$ cat config.mk
export PLATFORM = sky130hd
export DESIGN_NAME = sfifo_pop_reader
export DESIGN_NICKNAME = d
export VERILOG_FILES = /design/src/rtl/sfifo_rd_pkg.sv /design/src/rtl/sfifo_rd_skid.sv /design/src/rtl/sfifo_pop_reader.sv
export SDC_FILE = /design/constraint.sdc
export NUM_CORES = 1
export LEC_CHECK = 0
export ABC_AREA = 1
export CAP_MARGIN = 25
export CORE_MARGIN = 2
export CORE_UTILIZATION = 48
export DETAILED_ROUTE_END_ITERATION = 10
export DONT_BUFFER_PORTS = 1
export PLACE_DENSITY = 0.65
export SLEW_MARGIN = 20
export SYNTH_ARGS = -nofsm -noshare
export SYNTH_HDL_FRONTEND = slang
export SYNTH_SLANG_ARGS = --single-unit
$ cat constraint.sdc
create_clock -name clock0 -period 2.53 [get_ports clock0]
set_clock_uncertainty 0.1 [all_clocks]
set_input_delay 0.3795 -clock clock0 [delete_from_list [all_inputs] [get_ports clock0]]
set_output_delay 0.3795 -clock clock0 [all_outputs]
set_load 0.02 [all_outputs]
$ cat src/rtl/sfifo_rd_pkg.sv
// Shared types and sizing helpers for the FIFO read-side bridge.
package sfifo_rd_pkg;

    // Control states of the pop issuer
    typedef enum logic [1:0] {
        ST_RUN       = 2'd0,
        ST_STOP_WAIT = 2'd1,
        ST_STOPPED   = 2'd2
    } rd_state_t;

    // Largest supported FIFO read latency
    localparam int MAX_READ_LATENCY = 2;

    // Occupancy counter width: must hold 0..(MAX_READ_LATENCY + 1)
    localparam int OCC_W = $clog2(MAX_READ_LATENCY + 2);

    // Skid buffer depth: one entry per in-flight read plus one being presented
    function automatic int skid_depth(input int read_latency);
        return read_latency + 1;
    endfunction

endpackage

$ cat src/rtl/sfifo_rd_skid.sv
// Small register FIFO that absorbs words already requested from the BRAM FIFO.
module sfifo_rd_skid #(
    parameter int DATA_WIDTH = 36,
    parameter int DEPTH      = 2,
    parameter int OCC_W      = 2
) (
    input  logic                  i_clk,
    input  logic                  i_rst,
    input  logic                  i_wr,
    input  logic [DATA_WIDTH-1:0] i_wdata,
    input  logic                  i_rd,
    output logic [DATA_WIDTH-1:0] o_head,
    output logic [OCC_W-1:0]      o_occ
);

    localparam int              PTR_W = (DEPTH > 1) ? $clog2(DEPTH) : 1;
    localparam logic [PTR_W-1:0] LAST = PTR_W'(DEPTH - 1);

    logic [DATA_WIDTH-1:0] r_mem [DEPTH];
    logic [PTR_W-1:0]      r_wr_ptr;
    logic [PTR_W-1:0]      r_rd_ptr;
    logic [OCC_W-1:0]      r_occ;
    logic                  w_do_rd;

    // A read against an empty buffer is ignored
    assign w_do_rd = i_rd & (r_occ != '0);

    // Pointer and occupancy bookkeeping; a write and a read in one cycle leave occupancy unchanged
    always_ff @(posedge i_clk) begin
        if (i_rst) begin
            r_wr_ptr <= '0;
            r_rd_ptr <= '0;
            r_occ    <= '0;
        end else begin
            if (i_wr) begin
                r_wr_ptr <= (r_wr_ptr == LAST) ? '0 : r_wr_ptr + 1'b1;
            end
            if (w_do_rd) begin
                r_rd_ptr <= (r_rd_ptr == LAST) ? '0 : r_rd_ptr + 1'b1;
            end
            r_occ <= r_occ + OCC_W'(i_wr) - OCC_W'(w_do_rd);
        end
    end

    // Storage write; contents need no reset because occupancy gates visibility
    always_ff @(posedge i_clk) begin
        if (i_wr) begin
            r_mem[r_wr_ptr] <= i_wdata;
        end
    end

    assign o_head = r_mem[r_rd_ptr];
    assign o_occ  = r_occ;

endmodule

$ cat src/rtl/sfifo_pop_reader.sv
// Read-side bridge: pops the BRAM FIFO only when the skid buffer is guaranteed
// room for the returning word, and presents buffered words on a valid/ready stream.
module sfifo_pop_reader
    import sfifo_rd_pkg::*;
#(
    parameter int DATA_WIDTH   = 36,
    parameter int READ_LATENCY = 1,
    parameter int CNT_WIDTH    = 16
) (
    input  logic                  clock0,
    input  logic                  Flush,
    input  logic [DATA_WIDTH-1:0] FIFO_DOUT,
    input  logic                  FIFO_Empty,
    input  logic                  FIFO_Underrun,
    output logic                  POP,
    output logic [DATA_WIDTH-1:0] M_DATA,
    output logic                  M_VALID,
    input  logic                  M_READY,
    input  logic                  Drain,
    output logic                  Drain_Done,
    output logic [CNT_WIDTH-1:0]  Word_Count,
    output logic                  Underrun_Seen
);

    localparam int               DEPTH   = skid_depth(READ_LATENCY);
    localparam int               SUM_W   = OCC_W + 2;
    localparam logic [SUM_W-1:0] DEPTH_S = SUM_W'(DEPTH);

    rd_state_t               r_state;
    logic                    r_drain_done;
    logic [READ_LATENCY-1:0] r_inflight;
    logic [CNT_WIDTH-1:0]    r_word_count;
    logic                    r_underrun_seen;

    logic [OCC_W-1:0]        w_occ;
    logic [DATA_WIDTH-1:0]   w_head;
    logic                    w_valid;
    logic                    w_accept;
    logic                    w_land;
    logic                    w_pop;
    logic [SUM_W-1:0]        w_inflight_cnt;
    logic [SUM_W-1:0]        w_committed;

    assign w_valid  = (w_occ != '0);
    assign w_accept = w_valid & M_READY;
    // The oldest in-flight pop has its data on FIFO_DOUT this cycle
    assign w_land   = r_inflight[READ_LATENCY-1];

    // Entries the buffer is committed to after this cycle's read: what stays plus what is still coming
    always_comb begin
        w_inflight_cnt = '0;
        for (int k = 0; k < READ_LATENCY; k++) begin
            w_inflight_cnt = w_inflight_cnt + SUM_W'(r_inflight[k]);
        end
        w_committed = SUM_W'(w_occ) - SUM_W'(w_accept) + w_inflight_cnt;
    end

    assign w_pop = (r_state == ST_RUN) & ~Flush & ~FIFO_Empty & (w_committed < DEPTH_S);

    sfifo_rd_skid #(
        .DATA_WIDTH (DATA_WIDTH),
        .DEPTH      (DEPTH),
        .OCC_W      (OCC_W)
    ) u_skid (
        .i_clk   (clock0),
        .i_rst   (Flush),
        .i_wr    (w_land),
        .i_wdata (FIFO_DOUT),
        .i_rd    (w_accept),
        .o_head  (w_head),
        .o_occ   (w_occ)
    );

    // Track each pop until its data lands; Flush forgets pops already issued
    always_ff @(posedge clock0) begin
        if (Flush) begin
            r_inflight <= '0;
        end else begin
            r_inflight[0] <= w_pop;
            for (int k = 1; k < READ_LATENCY; k++) begin
                r_inflight[k] <= r_inflight[k-1];
            end
        end
    end

    // Run / drain control; STOPPED is reached only once nothing is buffered or in flight
    always_ff @(posedge clock0) begin
        if (Flush) begin
            r_state      <= ST_RUN;
            r_drain_done <= 1'b0;
        end else begin
            case (r_state)
                ST_RUN: begin
                    r_drain_done <= 1'b0;
                    if (Drain) begin
                        r_state <= ST_STOP_WAIT;
                    end
                end
                ST_STOP_WAIT: begin
                    if (!Drain) begin
                        r_state      <= ST_RUN;
                        r_drain_done <= 1'b0;
                    end else if ((r_inflight == '0) && (w_occ == '0)) begin
                        r_state      <= ST_STOPPED;
                        r_drain_done <= 1'b1;
                    end
                end
                ST_STOPPED: begin
                    if (!Drain) begin
                        r_state      <= ST_RUN;
                        r_drain_done <= 1'b0;
                    end
                end
                default: begin
                    r_state      <= ST_RUN;
                    r_drain_done <= 1'b0;
                end
            endcase
        end
    end

    // Count accepted words (wrapping) and latch any underrun indication
    always_ff @(posedge clock0) begin
        if (Flush) begin
            r_word_count    <= '0;
            r_underrun_seen <= 1'b0;
        end else begin
            if (w_accept) begin
                r_word_count <= r_word_count + 1'b1;
            end
            if ((w_pop & FIFO_Empty) | FIFO_Underrun) begin
                r_underrun_seen <= 1'b1;
            end
        end
    end

    assign POP           = w_pop;
    assign M_VALID       = w_valid;
    assign M_DATA        = w_valid ? w_head : '0;
    assign Drain_Done    = r_drain_done;
    assign Word_Count    = r_word_count;
    assign Underrun_Seen = r_underrun_seen;

endmodule

==> impl_metrics.py <==
metrics = {
    "setup_path": {
        "slowest_delay_ns": 0.35,
        "crit_top_cell": "ha_4",
        "r2r_cells": 9,
        "path_max_fanout": 3,
        "crit_path_end_kind": "output pin",
        "critPathArrivalTime_ns": 2.04,
        "cp.required_ns": 2.05,
        "critPathKind": "flip-flop to output pin",
        "r2r_slack_ns": 0.73,
        "r2r-start": "u_skid.o_occ[0]",
        "critPathLaunchType": "flip-flop",
        "cpMaxStageDelayCell": "dfxtp_2",
        "r2r_end": "u_skid.o_occ[1]",
        "crit_chain": "nor2_4 > nor2_8 > ha_1 > inv_2 > ha_4 > ha_4 > nor2_1 > a21oi_1 > nor4_2 > buf_4",
    },
    "floorplan": {
        "start_util_pct": 48.9,
        "placementRows": 33,
        "io_pins": 98,
        "core_sq_um": 8130,
        "die_area_sq_um": 9040,
        "die_x_um": 95.1,
        "die_h_um": 95.1,
    },
    "layout": {
        "diodes": 0,
        "nets": 477,
        "multi_input_area_sq_um": 1150,
        "register_area_sq_um": 2690,
        "final_cell_area_sq_um": 4780,
        "post-route-util_pct": 58.7,
        "layout.cells.most_common_list": "nand2_1, edfxtp_1, a21oi_1, dlygate4sd3_1",
        "synthToLayoutAreaGrowth_pct": 20.0,
        "layout_commonest_cell": "nand2_1",
        "drive_above_1_share_pct": 10.4,
        "nFillCells": 703,
    },
    "placed_design": {
        "pre_cts_slack_ns": 0.181,
        "place_congestion": 0.802,
        "placed_area_sq_um": 4140,
        "detailed_place_hpwl_um": 4910,
        "io_buffers": 0,
    },
    "pwr": {
        "leakage_nw": 1.75,
        "pwr_density_cell_nw_per_um2": 893,
        "max-vdd-ir-drop_mv": 0.449,
        "power_mw": 4.27,
    },
    "grt": {
        "met1_usage_pct": 18.7,
        "grt_pass1_vias": 2589,
        "top_usage_layer": "met2",
        "gr-usage-met2_pct": 30.9,
        "grt_antenna_before_repair": 0,
        "grt_max_degree": 39,
        "grt-ovfl-total": 0,
        "grt_use_total_pct": 17.4,
        "grt_use_met3_pct": 7.59,
        "grt_pass1_wl_um": 11900,
    },
    "min_path": {
        "hp-start": "FIFO_Underrun",
        "hp-class": "primary input to flip-flop",
        "whs_endpoint": "Underrun_Seen",
        "whs_path_depth": 2,
    },
    "sta": {
        "rsz0062_at_grt": "true",
        "setup_viol": 0,
        "drv_slew": 0,
        "fin_ws_ns": 0.00596,
        "max_slew_margin_pct": 62.3,
        "max_freq_mhz": 396,
        "tightestPinTransition_ns": 0.568,
        "hold_viol_final": 0,
        "finalCritPeriodShare_pct": 99.8,
        "period_minus_slack_ns": 2.52,
    },
    "flow_run": {
        "maxCapViolations": 0,
    },
    "drt": {
        "drtIter0Drc": 150,
        "vias": 2710,
        "drt_first_pass_iters": 4,
        "drc": 0,
        "postRouteWirelength_um": 7990,
        "vias_per_cell": 5.04,
        "ant_nets": 0,
        "avgRoutedWirePerCell_um": 14.9,
    },
    "yosys": {
        "yosys_register_bits": 98,
        "synth-seq-area-share_pct": 67.4,
        "syn_area_sq_um": 3980,
        "synthesis.nets": 426,
        "ys_types": 26,
        "avgSynthCellArea_sq_um": 10.5,
        "synth_cells": 378,
        "yosys_warnings": 0,
    },
    "clock_network": {
        "clk_pin_slew_ns": 0.09,
        "cts_max_level": 3,
        "cts_tree": "yes",
        "clock_latency_ns": 0.34,
        "clk_path_buf_depth": 2,
        "clkSinkCount": 98,
        "root_buffer": "clkbuf_8",
        "numCtsBuffers": 9,
    },
    "run_status": {
        "status": "finished clean",
    },
}
-- cell usage after synthesis (all sizes together) --
| cell type | count | area (sq um) |
|---|---|---|
| a21oi | 50 | 250 |
| and3 | 1 | 6.26 |
| buf | 10 | 50.1 |
| clkbuf | 3 | 11.3 |
| clkinv | 1 | 3.75 |
| dfxtp | 26 | 521 |
| edfxtp | 72 | 2160 |
| ha | 6 | 75.1 |
| inv | 33 | 124 |
| nand2 | 110 | 415 |
| nand3 | 11 | 67.6 |
| nand4 | 2 | 12.5 |
| nor2 | 37 | 185 |
| nor3 | 2 | 10.0 |
| nor4 | 2 | 12.5 |
| o2111ai | 1 | 8.76 |
| o21ai | 9 | 48.8 |
| xnor2 | 2 | 17.5 |
-- repair_timing --
| action | in CTS | in global routing |
|---|---|---|
| setup endpoints to repair | 1 | 1 |
| gates resized for setup | 7 | 1 |
| setup buffers | 2 | 1 |
| hold buffers | 11 | 31 |
| pin swaps | 3 | 1 |
| hold endpoints to repair | 20 | 59 |
-- worst max-delay path by stage --
stage	end	slack, ns	startpoint	cells after the start
after global routing	POP	-0.16	u_skid.o_occ[0]	10
after detailed placement	POP	0.18	u_skid.o_occ[0]	8
after CTS	POP	-0.01	u_skid.o_occ[1]	10
final	POP	0.006	u_skid.o_occ[0]	10
after global placement	POP	0.24	u_skid.o_occ[0]	8
after floorplan	u_skid.r_mem[0][0]	0.07	r_inflight	2
-- layout make-up --
cell class | instances | area share (%)
clock inverters | 6 | 0.916
flip-flops and latches | 98 | 56.2
well taps | 105 | 2.75
repair buffers | 53 | 10.8
clock buffers | 9 | 2.59
multi-input cells | 233 | 24.0
inverters | 34 | 2.67
-- routing by layer --
metal  share of wire, %  up-vias
li1                   -     1361
met1                 42     1263
met2                 51       84
met3                7.1        2
met4               0.36        0
met5                  0        -
-- logic make-up after synthesis --
| family | after synthesis | share of synthesized area (%) |
|---|---|---|
| buffers and inverters | 47 | 4.75 |
| flip-flops | 98 | 67.4 |
| XOR/XNOR | 2 | 0.440 |
| adder cells (fa/ha/maj) | 6 | 1.89 |
| AO/OA/AOI/OAI | 60 | 7.73 |
| AND/OR/NAND/NOR | 165 | 17.8 |
-- through the flow --
step / std cells / hold WS [ns] / setup TNS (ns)
after detailed placement: 478 / 0.344 / 0
after global placement: 478 / 0.337 / 0
final: 538 / 0.0652 / 0
after global routing: 538 / 0.0502 / -0.161
after CTS: 506 / 0.0000147 / -0.0129
after floorplan: 378 / 0.326 / 0
-- sequential cells by signal, indices dropped and copies added, names as in the netlist, named ones only --
| signal | flops |
|---|---|
| u_skid.r_wr_ptr | 1 |
| u_skid.r_mem | 72 |
| r_inflight | 1 |
| u_skid.r_rd_ptr | 1 |
| r_state | 2 |
| Drain_Done | 1 |
| u_skid.o_occ | 2 |
| Word_Count | 16 |
| Underrun_Seen | 1 |
-- worst max-delay path, delay by kind of cell (launching register included) --
kind / cells / cell delay, ns
and+or+nand+nor: 4 / 0.42
buffers and inverters: 2 / 0.23
DFF: 1 / 0.35
AOI/OAI and AO/OA: 1 / 0.09
adders and majority gates: 3 / 0.59
-- power by group --
| part | total [mW] | switching [mW] | leakage [nW] | internal [mW] |
|---|---|---|---|---|
| Combinational | 1.37 | 1.01 | 0.807 | 0.358 |
| Sequential | 2.03 | 0.0940 | 0.867 | 1.93 |
| Clock | 0.870 | 0.516 | 0.0754 | 0.354 |
| Total | 4.27 | 1.62 | 1.75 | 2.64 |
No activity file was read; power rests on OpenSTA's default activity.
